`src/rtl/fetch_buffer.sv`:
```
// rtl/fetch_buffer.sv - halfword FIFO between fetch and decode that reassembles 16/32-bit instructions
// Optional RVC support under `define COMPRESSED_EN; default build treats every instruction as 32-bit.
module fetch_buffer #(
  parameter int DEPTH = 8
) (
  input  logic        clock,
  input  logic        reset,
  input  logic [31:0] fetch_pc,
  input  logic [31:0] fetch_rdata,
  input  logic        fetch_ready,
  input  logic        fetch_align,
  input  logic        fetch_clear,
  input  logic        pipe_stall,
  output logic [31:0] buf_pc,
  output logic [31:0] buf_instr,
  output logic        buf_done,
  output logic        buf_stall
);

  localparam int PW = $clog2(DEPTH);
  localparam logic [PW-1:0] PTR_ONE = PW'(1);
  localparam logic [PW:0]   CNT_ZERO = '0;
  localparam logic [PW:0]   CNT_ONE  = (PW+1)'(1);
  localparam logic [PW:0]   CNT_TWO  = (PW+1)'(2);
  localparam logic [PW:0]   CNT_HI   = (PW+1)'(DEPTH-2);

  logic [15:0]   hw_mem [DEPTH];
  logic [30:0]   pc_mem [DEPTH];

  logic [PW-1:0] rd_ptr;
  logic [PW-1:0] wr_ptr;
  logic [PW-1:0] rd_ptr_p1;
  logic [PW-1:0] wr_ptr_p1;
  logic [PW:0]   count;
  logic [PW:0]   push_n;
  logic [PW:0]   pop_n;

  logic          align_eff;
  logic          is_16;
  logic          avail;
  logic          push;
  logic          pop;
  logic [15:0]   h0_hw;
  logic [15:0]   h1_hw;
  logic [30:0]   h0_pc;
  logic [29:0]   word_pc;

`ifdef COMPRESSED_EN
  logic          unused_pc_bits;
  assign unused_pc_bits = ^fetch_pc[1:0];
  assign align_eff      = fetch_align;
  assign is_16          = (h0_hw[1:0] != 2'b11);
`else
  // Without RVC every entry pair is one instruction, so rd_ptr stays even.
  logic          unused_inputs;
  assign unused_inputs  = ^{fetch_pc[1:0], fetch_align};
  assign align_eff      = 1'b0;
  assign is_16          = 1'b0;
`endif

  assign word_pc   = fetch_pc[31:2];
  assign rd_ptr_p1 = rd_ptr + PTR_ONE;
  assign wr_ptr_p1 = wr_ptr + PTR_ONE;

  assign h0_hw = hw_mem[rd_ptr];
  assign h0_pc = pc_mem[rd_ptr];
  assign h1_hw = hw_mem[rd_ptr_p1];

  // Only registered count feeds buf_stall, keeping fetch free of input-to-output paths.
  assign buf_stall = (count > CNT_HI);
  assign avail     = is_16 ? (count >= CNT_ONE) : (count >= CNT_TWO);

  always_comb begin
    buf_done  = avail & ~fetch_clear;
    buf_pc    = '0;
    buf_instr = '0;
    if (buf_done) begin
      buf_pc    = {h0_pc, 1'b0};
      buf_instr = is_16 ? {16'h0000, h0_hw} : {h1_hw, h0_hw};
    end
  end

  assign push = fetch_ready & ~buf_stall & ~fetch_clear;
  assign pop  = buf_done & ~pipe_stall;

  always_comb begin
    push_n = CNT_ZERO;
    pop_n  = CNT_ZERO;
    if (push) begin
      push_n = align_eff ? CNT_ONE : CNT_TWO;
    end
    if (pop) begin
      pop_n = is_16 ? CNT_ONE : CNT_TWO;
    end
  end

  always_ff @(posedge clock or negedge reset) begin
    if (!reset) begin
      rd_ptr <= '0;
      wr_ptr <= '0;
      count  <= '0;
    end else if (fetch_clear) begin
      rd_ptr <= '0;
      wr_ptr <= '0;
      count  <= '0;
    end else begin
      rd_ptr <= rd_ptr + pop_n[PW-1:0];
      wr_ptr <= wr_ptr + push_n[PW-1:0];
      count  <= count + push_n - pop_n;
    end
  end

  // Storage needs no reset: nothing is presented until count covers the entries read.
  always_ff @(posedge clock) begin
    if (push) begin
      if (align_eff) begin
        hw_mem[wr_ptr] <= fetch_rdata[31:16];
        pc_mem[wr_ptr] <= {word_pc, 1'b1};
      end else begin
        hw_mem[wr_ptr]    <= fetch_rdata[15:0];
        pc_mem[wr_ptr]    <= {word_pc, 1'b0};
        hw_mem[wr_ptr_p1] <= fetch_rdata[31:16];
        pc_mem[wr_ptr_p1] <= {word_pc, 1'b1};
      end
    end
  end

endmodule

```
`config.mk`:
```
export PLATFORM = sky130hd
export DESIGN_NAME = fetch_buffer
export DESIGN_NICKNAME = d
export VERILOG_FILES = /design/src/rtl/fetch_buffer.sv
export SDC_FILE = /design/constraint.sdc
export NUM_CORES = 1
export LEC_CHECK = 0
export ABC_CLOCK_PERIOD_IN_PS = 6100
export BUFFER_PORTS_ARGS = -buffer_cell sky130_fd_sc_hd__buf_4
export CORE_UTILIZATION = 41
export CTS_CLUSTER_SIZE = 8
export DETAILED_ROUTE_END_ITERATION = 10
export PLACE_DENSITY = 0.7
export SETUP_SLACK_MARGIN = 0.02
export SLEW_MARGIN = 20
export SYNTH_ARGS = -nofsm -noshare
export SYNTH_HDL_FRONTEND = slang
export SYNTH_SLANG_ARGS = --single-unit
```
`constraint.sdc`:
```
create_clock -name clock -period 6.1 [get_ports clock]
set_input_delay 0.305 -clock clock [delete_from_list [all_inputs] [get_ports clock]]
set_output_delay 0.305 -clock clock [all_outputs]
set_load 0.03 [all_outputs]
```
# ---- Word level (Yosys, flattened, before mapping)
# Memory sizes are Yosys's and may differ from the RTL's.
# Cells that the tools add are included.
dict set report classes {
  add_sub_neg 6
  magnitude_cmp 2
  muxes 9
  bitwise 7
}
# op n
set op_table {}
lappend op_table {{2-to-1 mux 32 bit} 2}
lappend op_table {{adder 3 x 1 -> 3 bit (second input constant)} 2}
lappend op_table {{adder 3 x 2 -> 3 bit} 2}
lappend op_table {{2-to-1 mux 3 bit} 2}
lappend op_table {{adder 4 x 2 -> 4 bit} 1}
lappend op_table {{bitwise AND 1 bit} 4}
lappend op_table {{greater-or-equal comparator 4 x 2 -> 1 bit (second input constant)} 1}
lappend op_table {{> comparator 4 x 3 -> 1 bit (second input constant)} 1}
lappend op_table {{2-to-1 mux 2 bit} 2}
lappend op_table {{2-to-1 mux 4 bit} 1}
lappend op_table {{subtractor 4 x 2 -> 4 bit} 1}
lappend op_table {{NOT 1 bit} 3}
lappend op_table {{2-to-1 mux 1 bit} 2}
dict set report totals {
  reg_bits 10
  ramBits 376
  in_bits 70
  output_inout_bits 66
  elab_cells 29
  mem_count 2
}
# name words word_bits rd rd_clocked_by_memory_dff wr line_no
set mem_list {}
lappend mem_list {pc_mem 8 31 1 0 2 28} ;# logic [30:0] pc_mem [DEPTH];
lappend mem_list {hw_mem 8 16 2 0 2 27} ;# logic [15:0] hw_mem [DEPTH];

# ---- Longest topological paths before layout
# Gate-level depths: netlist (run 1).
dict set report depth {
  depth_word 8
  ltp_mapped 10
  mapped_depth_nobuf 9
}

# ---- Worst setup path before layout (run 1)
# OpenSTA, ideal clock, no wires.
dict set report synth_path {
  path_kind {register -> register}
  from {register count[3]}
  to {memory hw_mem[2][0] (enable)}
  setup_ns 0.581
  t_arrival_ns 5.602
  required_ns 5.519
  path_slack_ns -0.083
  path_stages_with_launch 5
  n_path_buf 0
  synth_period_minus_slack_ns 6.183
  path_cell_list {dfrtp_1 > inv_1 > ha_1 > a21boi_4 > nor4b_1}
}
# item line_no
set synth_lines {}
lappend synth_lines {{from (decl)} 34} ;# logic [PW:0] count;
lappend synth_lines {{from (signal assigned)} 109} ;# count <= count + push_n - pop_n;
lappend synth_lines {{to (decl)} 27}

# ---- Worst setup path after layout (run 1)
dict set report layout_path {
  from {register rd_ptr[1]}
  to {output port buf_instr[14]}
}
dict set report layout_via {
  elab_chain_cells 2
}
# item line_no
set layout_rtl {}
lappend layout_rtl {{from (decl)} 30} ;# logic [PW-1:0] rd_ptr;
lappend layout_rtl {{from (signal assigned)} 107} ;# rd_ptr <= rd_ptr + pop_n[PW-1:0];
lappend layout_rtl {{memory read (8 x 16 bit)} n/a}
lappend layout_rtl {{2-to-1 mux 32 bit} 77} ;# if (buf_done) begin
lappend layout_rtl {{to (decl)} 15} ;# output logic [31:0] buf_instr,
# No other way between the ends.

==> results of run 1 <==
[sequential cells by signal (all words and copies together) (netlist names)]
signal  cells
count       3
hw_mem    128
pc_mem    124
rd_ptr      2
wr_ptr      2
[worst max-delay path, cell delays in order, from the launching register on]
cell	delay, ps
sky130_fd_sc_hd__dfrtp_4	980
sky130_fd_sc_hd__buf_4	590
sky130_fd_sc_hd__mux4_2	590
sky130_fd_sc_hd__nor2b_1	180
sky130_fd_sc_hd__buf_4	230
[path summary, 6_finish.rpt]
path                              start             to  slack, ps
max                           rd_ptr[1]  buf_instr[14]       2680
min                         fetch_clear      rd_ptr[1]         20
max reg2reg                    count[2]       count[3]       3130
min reg2reg                pc_mem[0][0]   pc_mem[0][0]        460
max in group asynchronous         reset      rd_ptr[2]       5810
min in group asynchronous         reset      rd_ptr[1]        150
[report_power, final]
part / internal (mW) / leakage, nW / switching [mW]
clock: 1.21 / 0.524 / 0.709
sequential: 2.04 / 2.41 / 0.0695
combinational: 0.423 / 1.91 / 0.543
[cell usage in the layout (no fill, tap or decap)]
cell type	n
sky130_fd_sc_hd__dfrtp_1	5
sky130_fd_sc_hd__clkbuf_1	21
sky130_fd_sc_hd__nor2b_1	69
sky130_fd_sc_hd__fa_1	2
sky130_fd_sc_hd__xnor2_1	3
sky130_fd_sc_hd__clkbuf_16	39
sky130_fd_sc_hd__mux2_2	60
sky130_fd_sc_hd__mux4_2	63
sky130_fd_sc_hd__inv_1	6
sky130_fd_sc_hd__nor4_4	1
sky130_fd_sc_hd__or2_2	1
sky130_fd_sc_hd__nor4b_2	2
sky130_fd_sc_hd__nor3_4	1
sky130_fd_sc_hd__nor3_2	1
sky130_fd_sc_hd__nand2b_4	1
sky130_fd_sc_hd__conb_1	1
sky130_fd_sc_hd__mux2_1	4
sky130_fd_sc_hd__dlygate4sd3_1	1
sky130_fd_sc_hd__inv_6	1
sky130_fd_sc_hd__and2_1	120
sky130_fd_sc_hd__a21boi_4	1
sky130_fd_sc_hd__nand2_1	1
sky130_fd_sc_hd__dfxtp_1	4
sky130_fd_sc_hd__a21o_2	1
sky130_fd_sc_hd__dfrtp_4	2
sky130_fd_sc_hd__ha_1	4
sky130_fd_sc_hd__bufinv_16	1
sky130_fd_sc_hd__nor4_2	1
sky130_fd_sc_hd__nor4b_4	2
sky130_fd_sc_hd__edfxtp_1	248
sky130_fd_sc_hd__nor2_1	7
sky130_fd_sc_hd__buf_4	142
[per-layer routing]
| layer | wire length [um] | part of all wire |
|---|---|---|
| met1 | 10700 | 0.44 |
| met2 | 12000 | 0.49 |
| met3 | 1300 | 0.053 |
| met4 | 430 | 0.018 |
| met5 | 0 | 0 |
[cell families (layout without fill, tap and decap cells)]
family                   Yosys count  in the layout  synth area share
flip-flops                       259            259             0.658
other                              1              1          0.000321
adder cells (fa/ha/maj)            6              6           0.00770
XOR/XNOR                           3              3           0.00225
buffers and inverters             67            211            0.0316
multiplexers                     127            127             0.183
AND/OR/NAND/NOR                  207            207             0.115
AO/OA/AOI/OAI                      2              2           0.00225
[timing repair]
action | 4_1_cts | 5_1_grt
hold buffers | 1 | 0
gates resized for setup | 0 | 0
endpoints found under the hold margin | 7 | 0
setup endpoints to repair | 0 | 0
[layout make-up]
class                           count  area [um^2]
Fill cell                        2352        13900
Sequential cell                   259         7710
Multi-Input combinational cell    346         3660
Timing Repair Buffer              143         1080
Clock buffer                       60         1050
Tap cell                          378          473
Clock inverter                      2         38.8
Inverter                            6         22.5
[stage by stage]
step	power [mW]	util	hold slack [ps]	area (um^2)	setup slack, ps
after detailed placement	3.13	0.463	126	12900	3100
after global routing	5.20	0.502	25.7	14000	2420
final	4.99	0.502	21.9	14000	2680
after CTS	5.06	0.502	9.59	14000	2550
after floorplan	2.79	-	9.41	11700	-82.7
after global placement	3.11	0.463	125	12900	3110
==> flow_summary.json, run 1 <==
{
  "clkLatencyLatePin_ps": 500,
  "floorplan.die_area_um2": 29200,
  "yosysMostFrequentCell": "sky130_fd_sc_hd__edfxtp_1",
  "outcome": "finished, final reports clean",
  "synth_nets": 748,
  "grt_antenna_before_repair": 0,
  "critical_path_peak_fanout": 41,
  "netlist_area_pre_place_um2": 11700,
  "synthCells": 672,
  "cell_depth_of_the_worst_hold_path": 2,
  "floorplan.core_area_um2": 27900,
  "part_of_the_yosys_area_used_for_sequential_elements": 0.658,
  "arrival_ps": 3110,
  "grt_use_met2": 0.286,
  "cts_post_setup_buffers_inserted": 0,
  "cts-buffers-inserted": 38,
  "timing.final.max_slew_violations": 0,
  "timing.critical_path.from_type": "flop",
  "first_iter_violations": 483,
  "period_minus_slack_ps": 3420,
  "grt_remaining_overflow": 0,
  "critPathRequiredTime_ps": 5790,
  "clock-sinks": 259,
  "drive_gt1_frac": 0.392,
  "synth_enable_flop_cells": 248,
  "globalplace.congestion": 0.672,
  "die_width_um": 171,
  "yosysUniqueCellTypes": 31,
  "tritoncts_clock_tree": "yes",
  "worst_r2r_path_depth": 10,
  "worst-slew-pin-transition_ps": 1090,
  "post_synth_top_cells": "sky130_fd_sc_hd__edfxtp_1, sky130_fd_sc_hd__and2_1, sky130_fd_sc_hd__nor2b_1",
  "synth-seq-cells": 259,
  "synth_largest_area_cell": "sky130_fd_sc_hd__edfxtp_1",
  "yosys.area.top_type_share": 0.637,
  "synth-async-reset-ratio": 0.0270,
  "post_layout_nonfiller_instances": 1194,
  "syn_avg_cell_area_um2": 17.4,
  "clock_tree.root_cell": "sky130_fd_sc_hd__clkbuf_16",
  "global_route_wire_length_before_repair_um": 37200,
  "clk_pin_slew_worst_paths_ps": 50,
  "static-leakage-power_nw": 4.84,
  "wl_um": 24400,
  "fmaxAchievable_ghz": 0.293,
  "h_tree_levels": 2,
  "yosys_most_used_dff": "sky130_fd_sc_hd__edfxtp_1",
  "initial_standard_cell_utilization_of_the_core": 0.419,
  "detail_route.first_pass.iterations": 5,
  "core.rowCount": 61,
  "dp_cells": 1131,
  "cts_max_path_buffers": 3,
  "via_count_of_the_first_global_routing_pass": 6429,
  "grt_use_met1": 0.230,
  "powerDensity_nw_per_um2": 356,
  "rsz0062_at_grt": "no",
  "post-dp-hpwl_um": 12800,
  "max_vdd_drop_mv": 0.242,
  "boundaryPins": 136,
  "die_height_um": 171,
  "area_delta_synth_final_pct": 20.0,
  "placement.io_buffers": 131,
  "final_net_count": 870,
  "pin_count_of_the_biggest_net_entering_global_routing": 67,
  "endpoint_kind": "output pin",
  "grt_peak_use_layer": "met2",
  "viasPerCell": 5.06,
  "global_route.usage.met3": 0.0393,
  "drv.max_cap_violation_count": 0,
  "fin_skew_ps": 17.5,
  "timing.slew.headroom": 0.272,
  "fin_crit_sh": 0.560,
  "grt_util_all_layers": 0.173,
  "drt-wirelength-per-cell_um": 20.4,
  "timing.hold.worst.class": "in2reg",
  "synth.yosys.warnings": 0,
  "finalHoldViolCount": 0,
  "synthTopCellsByArea": "sky130_fd_sc_hd__edfxtp_1, sky130_fd_sc_hd__mux4_2, sky130_fd_sc_hd__and2_1",
  "antennaDiodeCount": 0,
  "category_of_the_critical_setup_timing_path": "reg2out",
  "vias_after_detailed_routing": 6043,
  "sum_of_negative_setup_slack_ps": 0,
  "antenna_left": 0,
  "finalSetupViolations": 0,
  "drc": 0
}
(Power assumes the default switching activity.)
==> run 2, diff against run 1 <==
Settings changed: ABC_AREA set to 1, ABC_CLOCK_PERIOD_IN_PS 6100 to 3550, PLACE_DENSITY 0.7 to 0.67.
Clock period 6.1 ns to 3.55 ns, I/O delays scaled along.
==> flow_summary.json, run 2 <==
{
  "area_delta_synth_final_pct": 20.3,
  "finish.instance_area_um2": 14700,
  "synth-seq-cells": 259,
  "fillCellCount": 2598,
  "outcome": "finished, final reports clean",
  "antenna_left": 0,
  "yosysMostFrequentCell": "sky130_fd_sc_hd__nand2_1",
  "clkLatencyLatePin_ps": 510,
  "initial_standard_cell_utilization_of_the_core": 0.422,
  "drt-wirelength-per-cell_um": 17.0,
  "seqCellArea_um2": 7710,
  "boundaryPins": 136,
  "clk_pin_slew_worst_paths_ps": 50,
  "clock-sinks": 259,
  "timing.critical_path.from_type": "flop",
  "period_minus_slack_ps": 2940,
  "synth_enable_flop_cells": 248,
  "critPathRequiredTime_ps": 3370,
  "cts_max_path_buffers": 3,
  "drive_gt1_frac": 0.166,
  "timing.slew.headroom": 0.328,
  "place_area_um2": 13500,
  "static-leakage-power_nw": 6.24,
  "area_occupied_by_multi_input_gates_um2": 3870,
  "cts_post_setup_buffers_inserted": 0,
  "max_vdd_drop_mv": 0.404,
  "reg2reg_slack_ps": 1010,
  "category_of_the_critical_setup_timing_path": "reg2out",
  "h_tree_levels": 2,
  "powerDensity_nw_per_um2": 609,
  "grt_remaining_overflow": 0,
  "synth.yosys.warnings": 0,
  "pre_cts_slack_ps": 1020,
  "synth-async-reset-ratio": 0.0270,
  "netlist_area_pre_place_um2": 12200,
  "synth_largest_area_cell": "sky130_fd_sc_hd__edfxtp_1",
  "post-dp-hpwl_um": 17900,
  "fin_total_pwr_mw": 8.97,
  "yosys_most_used_dff": "sky130_fd_sc_hd__edfxtp_1",
  "fmaxAchievable_ghz": 0.340,
  "clock_tree.root_cell": "sky130_fd_sc_hd__clkbuf_16",
  "globalplace.congestion": 0.769,
  "synthCells": 1335,
  "placement.io_buffers": 131,
  "finalSetupViolations": 0,
  "timing.final.max_slew_violations": 0,
  "die_height_um": 175,
  "largest_reg_flops": 128,
  "grt_util_all_layers": 0.206,
  "wl_um": 31400,
  "global_route_wire_length_before_repair_um": 49100,
  "top_regs": "hw_mem: 128 flops, pc_mem: 124 flops, count: 3 flops",
  "post_synth_top_cells": "sky130_fd_sc_hd__nand2_1, sky130_fd_sc_hd__edfxtp_1, sky130_fd_sc_hd__nor2_1",
  "endpoint_kind": "output pin",
  "drv.max_cap_violation_count": 0,
  "vias_after_detailed_routing": 9360,
  "yosysUniqueCellTypes": 23,
  "arrival_ps": 2760,
  "final_net_count": 1521,
  "most-common-layout-cells": "sky130_fd_sc_hd__nand2_1, sky130_fd_sc_hd__edfxtp_1, sky130_fd_sc_hd__nor2_1, sky130_fd_sc_hd__buf_4, sky130_fd_sc_hd__nand4_1",
  "setup_slack_ps": 608,
  "drc": 0,
  "worst-slew-pin-transition_ps": 1010,
  "synth_nets": 1411,
  "finalHoldViolCount": 0,
  "fin_worst_hold_slack_ps": 7.59,
  "cts-buffers-inserted": 38,
  "floorplan.die_area_um2": 30500,
  "rsz0062_at_grt": "no",
  "die_width_um": 175,
  "fin_skew_ps": 21.2,
  "core.rowCount": 62,
  "part_of_the_yosys_area_used_for_sequential_elements": 0.629,
  "first_iter_violations": 906,
  "synthTopCellsByArea": "sky130_fd_sc_hd__edfxtp_1, sky130_fd_sc_hd__nand2_1, sky130_fd_sc_hd__nor2_1",
  "timing.hold.worst.class": "in2async",
  "detail_route.first_pass.iterations": 5,
  "grt_antenna_before_repair": 1,
  "via_count_of_the_first_global_routing_pass": 8826,
  "mostFrequentLayoutCell": "sky130_fd_sc_hd__nand2_1",
  "top_register": "hw_mem",
  "viasPerCell": 5.07,
  "fin_crit_sh": 0.829,
  "pin_count_of_the_biggest_net_entering_global_routing": 81,
  "critical_path_peak_fanout": 64,
  "floorplan.core_area_um2": 29000,
  "sum_of_negative_setup_slack_ps": 0,
  "syn_avg_cell_area_um2": 9.17,
  "yosys.area.top_type_share": 0.608,
  "tritoncts_clock_tree": "yes"
}
-- run 2: metal layers --
metal	track usage	part of all wire	routed length, um	vias to the layer above
met4	0.0670	0.022	704	0
li1	-	-	-	4549
met3	0.0302	0.065	2030	51
met2	0.333	0.48	15000	363
met1	0.286	0.44	13700	4397
met5	0	0	0	-
-- run 2: area by class of cell --
type | instances | area share
Timing Repair Buffer | 173 | 0.0946
Antenna cell | 1 | 0.000170
Multi-Input combinational cell | 914 | 0.263
Clock buffer | 53 | 0.0698
Clock inverter | 3 | 0.00119
Tap cell | 384 | 0.0326
Sequential cell | 259 | 0.524
Inverter | 59 | 0.0152
-- run 2: worst max-delay path, stage by stage (launching register included) --
cell                      delay, ps
sky130_fd_sc_hd__dfrtp_1        400
sky130_fd_sc_hd__inv_1           60
sky130_fd_sc_hd__ha_1           230
sky130_fd_sc_hd__a21oi_4        160
sky130_fd_sc_hd__buf_4          660
sky130_fd_sc_hd__nand2_1        110
sky130_fd_sc_hd__nor2_1         300
sky130_fd_sc_hd__buf_4          230
-- run 2: logic make-up after synthesis --
logic type / after synthesis / share of synthesized area
other: 1 / 0.000306
flip-flops: 259 / 0.629
AO/OA/AOI/OAI: 7 / 0.00286
AND/OR/NAND/NOR: 900 / 0.304
adder cells (fa/ha/maj): 6 / 0.00736
buffers and inverters: 162 / 0.0558
-- run 2: power breakdown --
group / total [mW] / internal, mW / leakage (nW) / switching [mW]
clock network: 3.21 / 1.98 / 0.507 / 1.23
registers: 3.56 / 3.50 / 2.32 / 0.0608
logic: 2.20 / 0.656 / 3.41 / 1.54
-- run 2: worst paths after layout --
kind,startpoint,to,cells past startpoint
worst max-delay path,count[2],buf_instr[31],7
worst min-delay path,reset,count[3],2
worst max register to register,count[2],hw_mem[1][10],6
worst min register to register,pc_mem[0][0],pc_mem[0][0],2
max in group asynchronous,reset,rd_ptr[1],2
min in group clock,fetch_rdata[22],hw_mem[3][6],3
-- run 2: repair_timing --
action	in CTS	in global routing
endpoints found under the hold margin	76	0
hold buffers	18	0
resized for setup	0	0
-- run 2: metrics by stage --
| stage | utilization | instances |
|---|---|---|
| after floorplan | - | 1335 |
| after global placement | 0.465 | 1771 |
| after detailed placement | 0.465 | 1771 |
| after CTS | 0.508 | 1845 |
| after global routing | 0.508 | 1846 |
| final | 0.508 | 1846 |
